--- src/rtl/alu_seq.sv ---
// alu_seq: registered ALU with valid/ready handshakes, [Z,C,N,V] flag register
// and an iterative shift-add multiplier (one partial product per cycle).
`default_nettype none

module alu_seq #(
  parameter int  WIDTH = 32,
  localparam int SHW   = $clog2(WIDTH)
) (
  input  logic             clk,
  input  logic             rst_n,
  input  logic             in_valid,
  output logic             in_ready,
  input  logic [WIDTH-1:0] LHS,
  input  logic [WIDTH-1:0] RHS,
  input  logic [4:0]       uop,
  output logic             out_valid,
  input  logic             out_ready,
  output logic [WIDTH-1:0] out,
  output logic             out_wb,
  output logic             out_err,
  output logic [3:0]       flags,
  output logic             busy
);

  localparam logic [0:0] S_IDLE = 1'b0;
  localparam logic [0:0] S_MUL  = 1'b1;

  localparam logic [4:0] OP_NOP = 5'd0,  OP_ADD = 5'd1,  OP_SUB = 5'd2,  OP_AND = 5'd3;
  localparam logic [4:0] OP_XOR = 5'd4,  OP_CMP = 5'd5,  OP_LSL = 5'd6,  OP_LSR = 5'd7;
  localparam logic [4:0] OP_MOV = 5'd8,  OP_ORR = 5'd9,  OP_ASR = 5'd10, OP_ROR = 5'd11;
  localparam logic [4:0] OP_MUL = 5'd12;

  logic [0:0]       state_q;
  logic [WIDTH-1:0] out_q, mul_a_q, mul_b_q, mul_acc_q;
  logic             out_valid_q, wb_q, err_q;
  logic [3:0]       flags_q;
  logic [SHW-1:0]   cnt_q;

  logic [WIDTH-1:0] res_d;
  logic             wb_d, err_d, zn_d;
  logic [3:0]       flags_d;

  logic             accept, is_mul, mul_last;
  logic [SHW-1:0]   sh;
  logic [SHW:0]     ror_amt;
  logic [WIDTH:0]   add_w, sub_w, lsl_w, lsr_w;
  logic signed [WIDTH:0] asr_w;
  logic [WIDTH-1:0] ror_w, acc_step;

  assign in_ready  = (state_q == S_IDLE) && (!out_valid_q || out_ready);
  assign accept    = in_valid && in_ready;
  assign is_mul    = (uop == OP_MUL);
  assign mul_last  = (state_q == S_MUL) && (&cnt_q);
  assign acc_step  = mul_acc_q + (mul_b_q[0] ? mul_a_q : '0);

  // Shifts carry one extra bit so the last bit shifted out lands in a fixed slot.
  assign sh      = RHS[SHW-1:0];
  assign ror_amt = (SHW+1)'(WIDTH) - {1'b0, sh};
  assign add_w   = {1'b0, LHS} + {1'b0, RHS};
  assign sub_w   = {1'b0, LHS} - {1'b0, RHS};
  assign lsl_w   = {1'b0, LHS} << sh;
  assign lsr_w   = {LHS, 1'b0} >> sh;
  assign asr_w   = $signed({LHS, 1'b0}) >>> sh;
  assign ror_w   = (LHS >> sh) | (LHS << ror_amt);

  always_comb begin
    res_d   = '0;
    wb_d    = 1'b1;
    err_d   = 1'b0;
    zn_d    = 1'b1;
    flags_d = flags_q;
    case (uop)
      OP_NOP: begin wb_d = 1'b0; zn_d = 1'b0; end
      OP_ADD: begin
        res_d      = add_w[WIDTH-1:0];
        flags_d[2] = add_w[WIDTH];
        flags_d[0] = (LHS[WIDTH-1] == RHS[WIDTH-1]) && (add_w[WIDTH-1] != LHS[WIDTH-1]);
      end
      OP_SUB, OP_CMP: begin
        res_d      = sub_w[WIDTH-1:0];
        flags_d[2] = !sub_w[WIDTH];
        flags_d[0] = (LHS[WIDTH-1] != RHS[WIDTH-1]) && (sub_w[WIDTH-1] != LHS[WIDTH-1]);
        wb_d       = (uop == OP_SUB);
      end
      OP_AND: res_d = LHS & RHS;
      OP_XOR: res_d = LHS ^ RHS;
      OP_ORR: res_d = LHS | RHS;
      OP_MOV: res_d = RHS;
      OP_LSL: begin
        res_d = lsl_w[WIDTH-1:0];
        if (sh != '0) flags_d[2] = lsl_w[WIDTH];
      end
      OP_LSR: begin
        res_d = lsr_w[WIDTH:1];
        if (sh != '0) flags_d[2] = lsr_w[0];
      end
      OP_ASR: begin
        res_d = asr_w[WIDTH:1];
        if (sh != '0) flags_d[2] = asr_w[0];
      end
      OP_ROR: begin
        res_d = ror_w;
        if (sh != '0) flags_d[2] = ror_w[WIDTH-1];
      end
      default: begin wb_d = 1'b0; err_d = 1'b1; zn_d = 1'b0; end
    endcase
    if (zn_d) begin
      flags_d[3] = (res_d == '0);
      flags_d[1] = res_d[WIDTH-1];
    end
  end

  always_ff @(posedge clk or negedge rst_n) begin
    if (!rst_n) begin
      state_q     <= S_IDLE;
      out_q       <= '0;
      out_valid_q <= 1'b0;
      wb_q        <= 1'b0;
      err_q       <= 1'b0;
      flags_q     <= 4'b0000;
      mul_a_q     <= '0;
      mul_b_q     <= '0;
      mul_acc_q   <= '0;
      cnt_q       <= '0;
    end else begin
      case (state_q)
        S_IDLE: if (accept && is_mul) begin
          state_q   <= S_MUL;
          mul_a_q   <= LHS;
          mul_b_q   <= RHS;
          mul_acc_q <= '0;
          cnt_q     <= '0;
        end
        S_MUL: begin
          mul_acc_q <= acc_step;
          mul_a_q   <= mul_a_q << 1;
          mul_b_q   <= mul_b_q >> 1;
          cnt_q     <= cnt_q + 1'b1;
          if (&cnt_q) state_q <= S_IDLE;
        end
        default: state_q <= S_IDLE;
      endcase

      if (accept && !is_mul) begin
        out_q       <= res_d;
        wb_q        <= wb_d;
        err_q       <= err_d;
        flags_q     <= flags_d;
        out_valid_q <= 1'b1;
      end else if (mul_last) begin
        out_q       <= acc_step;
        wb_q        <= 1'b1;
        err_q       <= 1'b0;
        flags_q[3]  <= (acc_step == '0);
        flags_q[1]  <= acc_step[WIDTH-1];
        out_valid_q <= 1'b1;
      end else if (out_valid_q && out_ready) begin
        out_valid_q <= 1'b0;
      end
    end
  end

  assign out       = out_q;
  assign out_valid = out_valid_q;
  assign out_wb    = wb_q;
  assign out_err   = err_q;
  assign flags     = flags_q;
  assign busy      = (state_q == S_MUL);

endmodule

`default_nettype wire

--- config.mk ---
export PLATFORM = sky130hd
export DESIGN_NAME = alu_seq
export DESIGN_NICKNAME = d
export VERILOG_FILES = /design/src/rtl/alu_seq.sv
export SDC_FILE = /design/constraint.sdc
export NUM_CORES = 1
export LEC_CHECK = 0
export ABC_AREA = 1
export CORE_UTILIZATION = 40
export CTS_CLUSTER_SIZE = 24
export DETAILED_ROUTE_END_ITERATION = 8
export PLACE_DENSITY_LB_ADDON = 0.25
export SLEW_MARGIN = 20
export SYNTH_ARGS = -nofsm -noshare
export SYNTH_HDL_FRONTEND = slang
export SYNTH_SLANG_ARGS = --single-unit
--- constraint.sdc ---
create_clock -name clk -period 5.4 [get_ports clk]
set_clock_uncertainty 0.15 [all_clocks]
set_input_delay 0.54 -clock clk [delete_from_list [all_inputs] [get_ports clk]]
set_output_delay 0.54 -clock clk [all_outputs]
set_load 0.005 [all_outputs]
==> results of run 1 <==
[per-layer routing]
layer,vias to the layer above,wire length [um]
met5,-,10
met4,2,8430
met3,384,11900
met2,1764,46300
met1,12200,41400
li1,12100,-
[final timing paths]
| path | depth (start not counted) | endpoint | slack [ns] |
|---|---|---|---|
| setup / recovery | 20 | flags[3] | 1.18 |
| hold / removal | 1 | mul_acc_q[25] | -0.01 |
| setup reg to reg | 18 | flags[3] | 1.64 |
| hold reg to reg | 2 | mul_acc_q[30] | 0.34 |
| max in group asynchronous | 2 | mul_b_q[26] | 3.90 |
| min in group clk | 2 | mul_acc_q[30] | 0.34 |
[registers in the layout (all words and copies together) (netlist names)]
register	cells
cnt_q	5
mul_a_q	32
out_err	1
flags	4
out_valid	1
out_wb	1
mul_b_q	32
mul_acc_q	32
out	32
busy	1
[report_power, final]
part / internal, uW / leakage [uW] / switching [uW]
Sequential: 1550 / 0.00162 / 343
Clock: 850 / 0.000326 / 523
Combinational: 2060 / 0.00999 / 4660
Total: 4450 / 0.0119 / 5520
[per-stage QoR]
stage / power [uW] / setup WS, ns / utilization, % / instance area, um2
floorplan: 5910 / 2.06 / - / 20400
global placement: 8360 / 0.960 / 43.9 / 22100
detailed placement: 8340 / 0.914 / 43.9 / 22100
CTS: 9740 / 1.38 / 45.2 / 22700
global route: 10600 / 1.03 / 45.3 / 22800
finish: 9980 / 1.18 / 45.3 / 22800
[synth_stat cells, drive strengths merged, types with 29 or more instances]
master / instances
dfrtp: 141
nor2: 400
a21oi: 144
inv: 462
nand3: 658
o21ai: 128
buf: 95
o22ai: 78
ha: 132
clkbuf: 65
nand2: 1143
nand4: 35
nor3: 29
[cells in the final DEF, fill, tap and decap left out, types with 22 or more instances in the layout]
| cell | synthesis | layout |
|---|---|---|
| o21ai_0 | 110 | 110 |
| buf_4 | 8 | 63 |
| nand4_1 | 35 | 35 |
| nand2_1 | 1121 | 1121 |
| o211ai_1 | 22 | 22 |
| clkdlybuf4s50_1 | 0 | 108 |
| nor3_1 | 28 | 28 |
| nor2_1 | 391 | 387 |
| nand2_2 | 22 | 22 |
| inv_2 | 23 | 24 |
| dfrtp_1 | 141 | 141 |
| a21oi_1 | 143 | 143 |
| inv_1 | 438 | 438 |
| o221ai_1 | 27 | 27 |
| nand3_1 | 655 | 655 |
| o22ai_1 | 78 | 78 |
| ha_1 | 132 | 132 |
[cell families after synthesis]
family | after synthesis
AND/OR/NAND/NOR | 2297
AO/OA/AOI/OAI | 453
XOR/XNOR | 18
buffers and inverters | 629
flip-flops | 141
adder cells (fa/ha/maj) | 135
[area by class of cell]
| type | instances | area (um2) | share of cell area (%) |
|---|---|---|---|
| Inverter | 469 | 1760 | 7.75 |
| Clock inverter | 12 | 208 | 0.913 |
| Timing Repair Buffer | 176 | 1590 | 6.97 |
| Tap cell | 672 | 841 | 3.70 |
| Sequential cell | 141 | 3530 | 15.5 |
| Clock buffer | 20 | 457 | 2.01 |
| Multi-Input combinational cell | 2903 | 14400 | 63.1 |
| Antenna cell | 5 | 12.5 | 0.0550 |
==> results.ini, run 1 <==
[yosys]
synthAdderAreaFrac_pct=8.38
yosys_warnings=0
synth_compound_area_share_pct=13.2
syn_area_um2=20400
syn-num-nets=3881
synth_mux_area_share_pct=0
synthCells=3673
synth_top_family_by_area=simple AND/OR/NAND/NOR gates
synth-edff-count=0
ys_seq_area_share_pct=17.3
synth_top_cell_by_area=nand2_1
async_reset_ff_share_pct=100
synthTopCellsByArea=nand2_1 21%, dfrtp_1 17%, nand3_1 16%
synth_top_area_share_pct=20.6
yosysUniqueCellTypes=54
ys_seq_elements=141
syn_area_per_cell_um2=5.56
yosys_most_used_dff=dfrtp_1
synth_xor_area_share_pct=0.772
synth-simple-area-share_pct=47.9

[clocking]
cts_inserted_buffers=17
htree_levels=4
worstSkewPairLatency_ns=0.47
root_buffer=clkbuf_16
cts.sinks=141
cts_tree=yes
clock_path_buffers=2
holdBufCountCts=0
cts_resized=0
cts_setup_buffers=0
clkTransAtPathRegs_ns=0.07

[placement]
dp_hpwl_um=86500
gp_congestion=1.16
placedCellCount=4361
io_buffers=113

[outcome]
violations=negative hold slack
status=finished, violations left

[setup_path]
critPathLaunch=LHS[0]
cp.required_ns=5.64
critical_path_arrival_ns=4.45
critPathBufInv=3
path_cells=clkdlybuf4s50_1 > ha_1 > inv_1 > fa_1 > inv_1 > nand3_1 > nand3_1 > nand2_1 > nand2_1 > xor2_1 > nor2_1 > nor2_1 > nand2_1 > nor2_1 > nand3_1 > nor2_1 > nand2_1 > nor2_1 > nand3_1 > a21oi_1
path_delay_family=simple AND/OR/NAND/NOR gates
worst_path_max_delay_cell=clkdlybuf4s50_1
critPathMaxFanout=5
worst_setup_path_start_kind=input port
endpoint_kind=flip-flop
critPathKind=in -> reg
crit_top_cell=nor2_1
r2r-start=mul_b_q[0]
max_stage_delay_ns=0.57

[timing]
finalHoldViolCount=6
rsz0062_at_grt=false
finalSetupViolCount=0
fin_crit_sh_pct=78.1
slew_violations=0
timing.fmax_mhz=237
tightest_slew_ns=1.05
period_minus_slack_ns=4.22
whs_ns=-0.0148
relSlewSlack_pct=30.0
setup_tns_ns=0

[layout]
drive_above_1_share_pct=4.62
fill_cells=5683
area_delta_synth_final_pct=11.4
stdcell_count=4398
nNetsFinal=3916

[detailed_routing]
via_per_inst=6.00
wire_per_inst_um=24.6
post-route-drc-count=0
wl_um=108000
num_vias=26400
drt_iter0_markers=3995
ant_nets=0
first_pass_iters=9

[global_routing]
grt_max_degree=90
grt.met3_usage_pct=8.75
grt_busiest_layer=met2
grt_usage_pct=40.6
met1_usage_pct=50.8
antenna_found_initial=9
grt_pass1_wl_um=157000
grt_overflow=0
grt_pass1_vias=24300
met2_usage_pct=62.3

[floorplanning]
dieHeight_um=228
fp.dieArea_um2=52000
start_util_pct=40.6
chipWidth_um=228
core_um2=50300
ios=114
rows=82

[flow_run]
max_cap_viol_count=0

[pwr]
ir_drop_uv=261
powerDensity_nw_per_um2=438
p_leak_uw=0.0119

[min_path]
hold_path.class=in -> async

(Power assumes the default switching activity.)
==> inputs of run 2 (changes only) <==
==> constraint.sdc (replaced) <==
create_clock -name clk -period 3.47 [get_ports clk]
set_clock_uncertainty 0.15 [all_clocks]
set_input_delay 0.347 -clock clk [delete_from_list [all_inputs] [get_ports clk]]
set_output_delay 0.347 -clock clk [all_outputs]
set_load 0.005 [all_outputs]
==> results.ini, run 2 (same netlist as run 1, synthesis figures left out) <==
[timing]
finalSetupViolCount=0  ; unchanged
fin_crit_sh_pct=93.7
timing.fmax_mhz=308
finalHoldViolCount=0  ; -6
relSlewSlack_pct=34.6  ; +4.6 points
tightest_slew_ns=0.971  ; -0.0756 ns
slew_violations=0  ; unchanged
period_minus_slack_ns=3.25
rsz0062_at_grt=false

[pwr]
total_power_uw=16000  ; +61%
p_leak_uw=0.0144  ; +21%
powerDensity_nw_per_um2=595  ; +36%
ir_drop_uv=423  ; +62%

[placement]
gp_congestion=1.09  ; -5.4%
placed_area_um2=26300  ; +19%
dp_hpwl_um=95500  ; +10%
io_buffers=113  ; unchanged

[layout]
fill_cells=5516  ; -2.9%
drive_above_1_share_pct=16.5  ; +12 points
final_cell_mix=1119 x nand2_1, 655 x nand3_1, 544 x buf_4
area_delta_synth_final_pct=31.9
multi_input_area_um2=14400  ; +0.48%
layout_commonest_cell=nand2_1
seq_area_um2=3530  ; unchanged
utilization_pct=53.6  ; +8.3 points
nNetsFinal=4428  ; +13%
final_area_um2=26900  ; +18%

[detailed_routing]
via_per_inst=5.71  ; -4.8%
first_pass_iters=6  ; -3
ant_nets=0  ; unchanged
post-route-drc-count=0  ; unchanged
drt_iter0_markers=3226  ; -19%
num_vias=28000  ; +6.1%
wl_um=115000  ; +6.1%
wire_per_inst_um=23.4  ; -4.8%

[setup_path]
critical_path_arrival_ns=3.48  ; -0.97 ns
critPathMaxFanout=27  ; +22
worst_setup_path_start_kind=flip-flop
cp.required_ns=3.70  ; -1.94 ns
critPathKind=reg -> reg
reg2reg_slack_ns=0.22  ; -1.42 ns
endpoint_kind=flip-flop

[outcome]
status=finished, final reports clean

[floorplanning]
fp.dieArea_um2=52000  ; unchanged
start_util_pct=40.6  ; unchanged
core_um2=50300  ; unchanged
ios=114  ; unchanged
dieHeight_um=228  ; unchanged
rows=82  ; unchanged
chipWidth_um=228  ; unchanged

[clocking]
clkTransAtPathRegs_ns=0.07  ; about the same
root_buffer=clkbuf_16
cts_tree=yes
worstSkewPairLatency_ns=0.46  ; about the same
cts_inserted_buffers=17  ; unchanged
cts.sinks=141  ; unchanged
htree_levels=4  ; unchanged
clock_path_buffers=2  ; unchanged

[global_routing]
antenna_found_initial=1  ; -8
grt_pass1_vias=26600  ; +9.3%
grt_pass1_wl_um=167000  ; +6.7%
grt_usage_pct=43.2  ; +2.7 points
grt_max_degree=69  ; -23%
grt_overflow=0  ; unchanged

[min_path]
hold_path.class=in -> reg

[flow_run]
max_cap_viol_count=0  ; unchanged

-- run 2: metrics by stage --
stage,hold WS [ns],worst slack [ns],instances,setup TNS (ns)
CTS,0.129,0.165,4903,0
global route,0.172,0.00891,4904,0
finish,0.161,0.219,4904,0
floorplan,-0.0986,0.325,3673,0
global placement,0.239,-0.344,4872,-1.03
detailed placement,0.237,-0.318,4872,-0.972
-- run 2: per-layer routing --
layer	global-route usage (%)	part of all wire, %	vias up
met3	7.71	9.0	421
met1	51.7	38	12900
li1	-	-	13100
met5	0	0	-
met4	32.6	8.7	0
met2	69.2	44	1574
-- run 2: power by group --
part	internal (uW)	total, uW	switching [uW]
Clock	1060	1870	811
Combinational	4150	11300	7100
Sequential	2410	2910	507
-- run 2: what timing repair did --
action	in CTS	in global routing
hold buffers	1	0
hold endpoints to repair	65	0
setup endpoints to repair	0	3
resized for setup	0	22
buffers inserted	0	0
-- run 2: worst max-delay path, stage by stage, from the launching register on --
cell	delay [ns]
dfrtp_1	0.42
buf_12	0.18
nand2_1	0.08
inv_1	0.04
ha_1	0.34
nand2_1	0.17
nor2_1	0.12
nand2_1	0.06
nand3_1	0.17
nand3_1	0.10
nand2_1	0.27
nand2_1	0.09
nand2_1	0.08
xor2_1	0.31
nand2_1	0.10
nor2_1	0.11
nand4_1	0.13
nand2_1	0.09
inv_1	0.04
a21oi_1	0.12
-- run 2: layout make-up --
class / instances / share of cell area (%)
Sequential cell: 141 / 13.1
Timing Repair Buffer: 688 / 21.6
Multi-Input combinational cell: 2903 / 53.6
Clock inverter: 12 / 0.516
Clock buffer: 18 / 1.59
Antenna cell: 1 / 0.00929
Inverter: 469 / 6.54
Tap cell: 672 / 3.12
-- run 2: worst paths after layout --
| kind | depth (start not counted) | start | end |
|---|---|---|---|
| min | 3 | RHS[3] | mul_b_q[3] |
| min reg2reg | 2 | out[4] | out[4] |
| max in group asynchronous | 3 | rst_n | mul_b_q[13] |
| max | 19 | mul_b_q[0] | flags[3] |
| min in group asynchronous | 2 | rst_n | cnt_q[2] |
| max reg2reg | 19 | mul_b_q[0] | flags[3] |
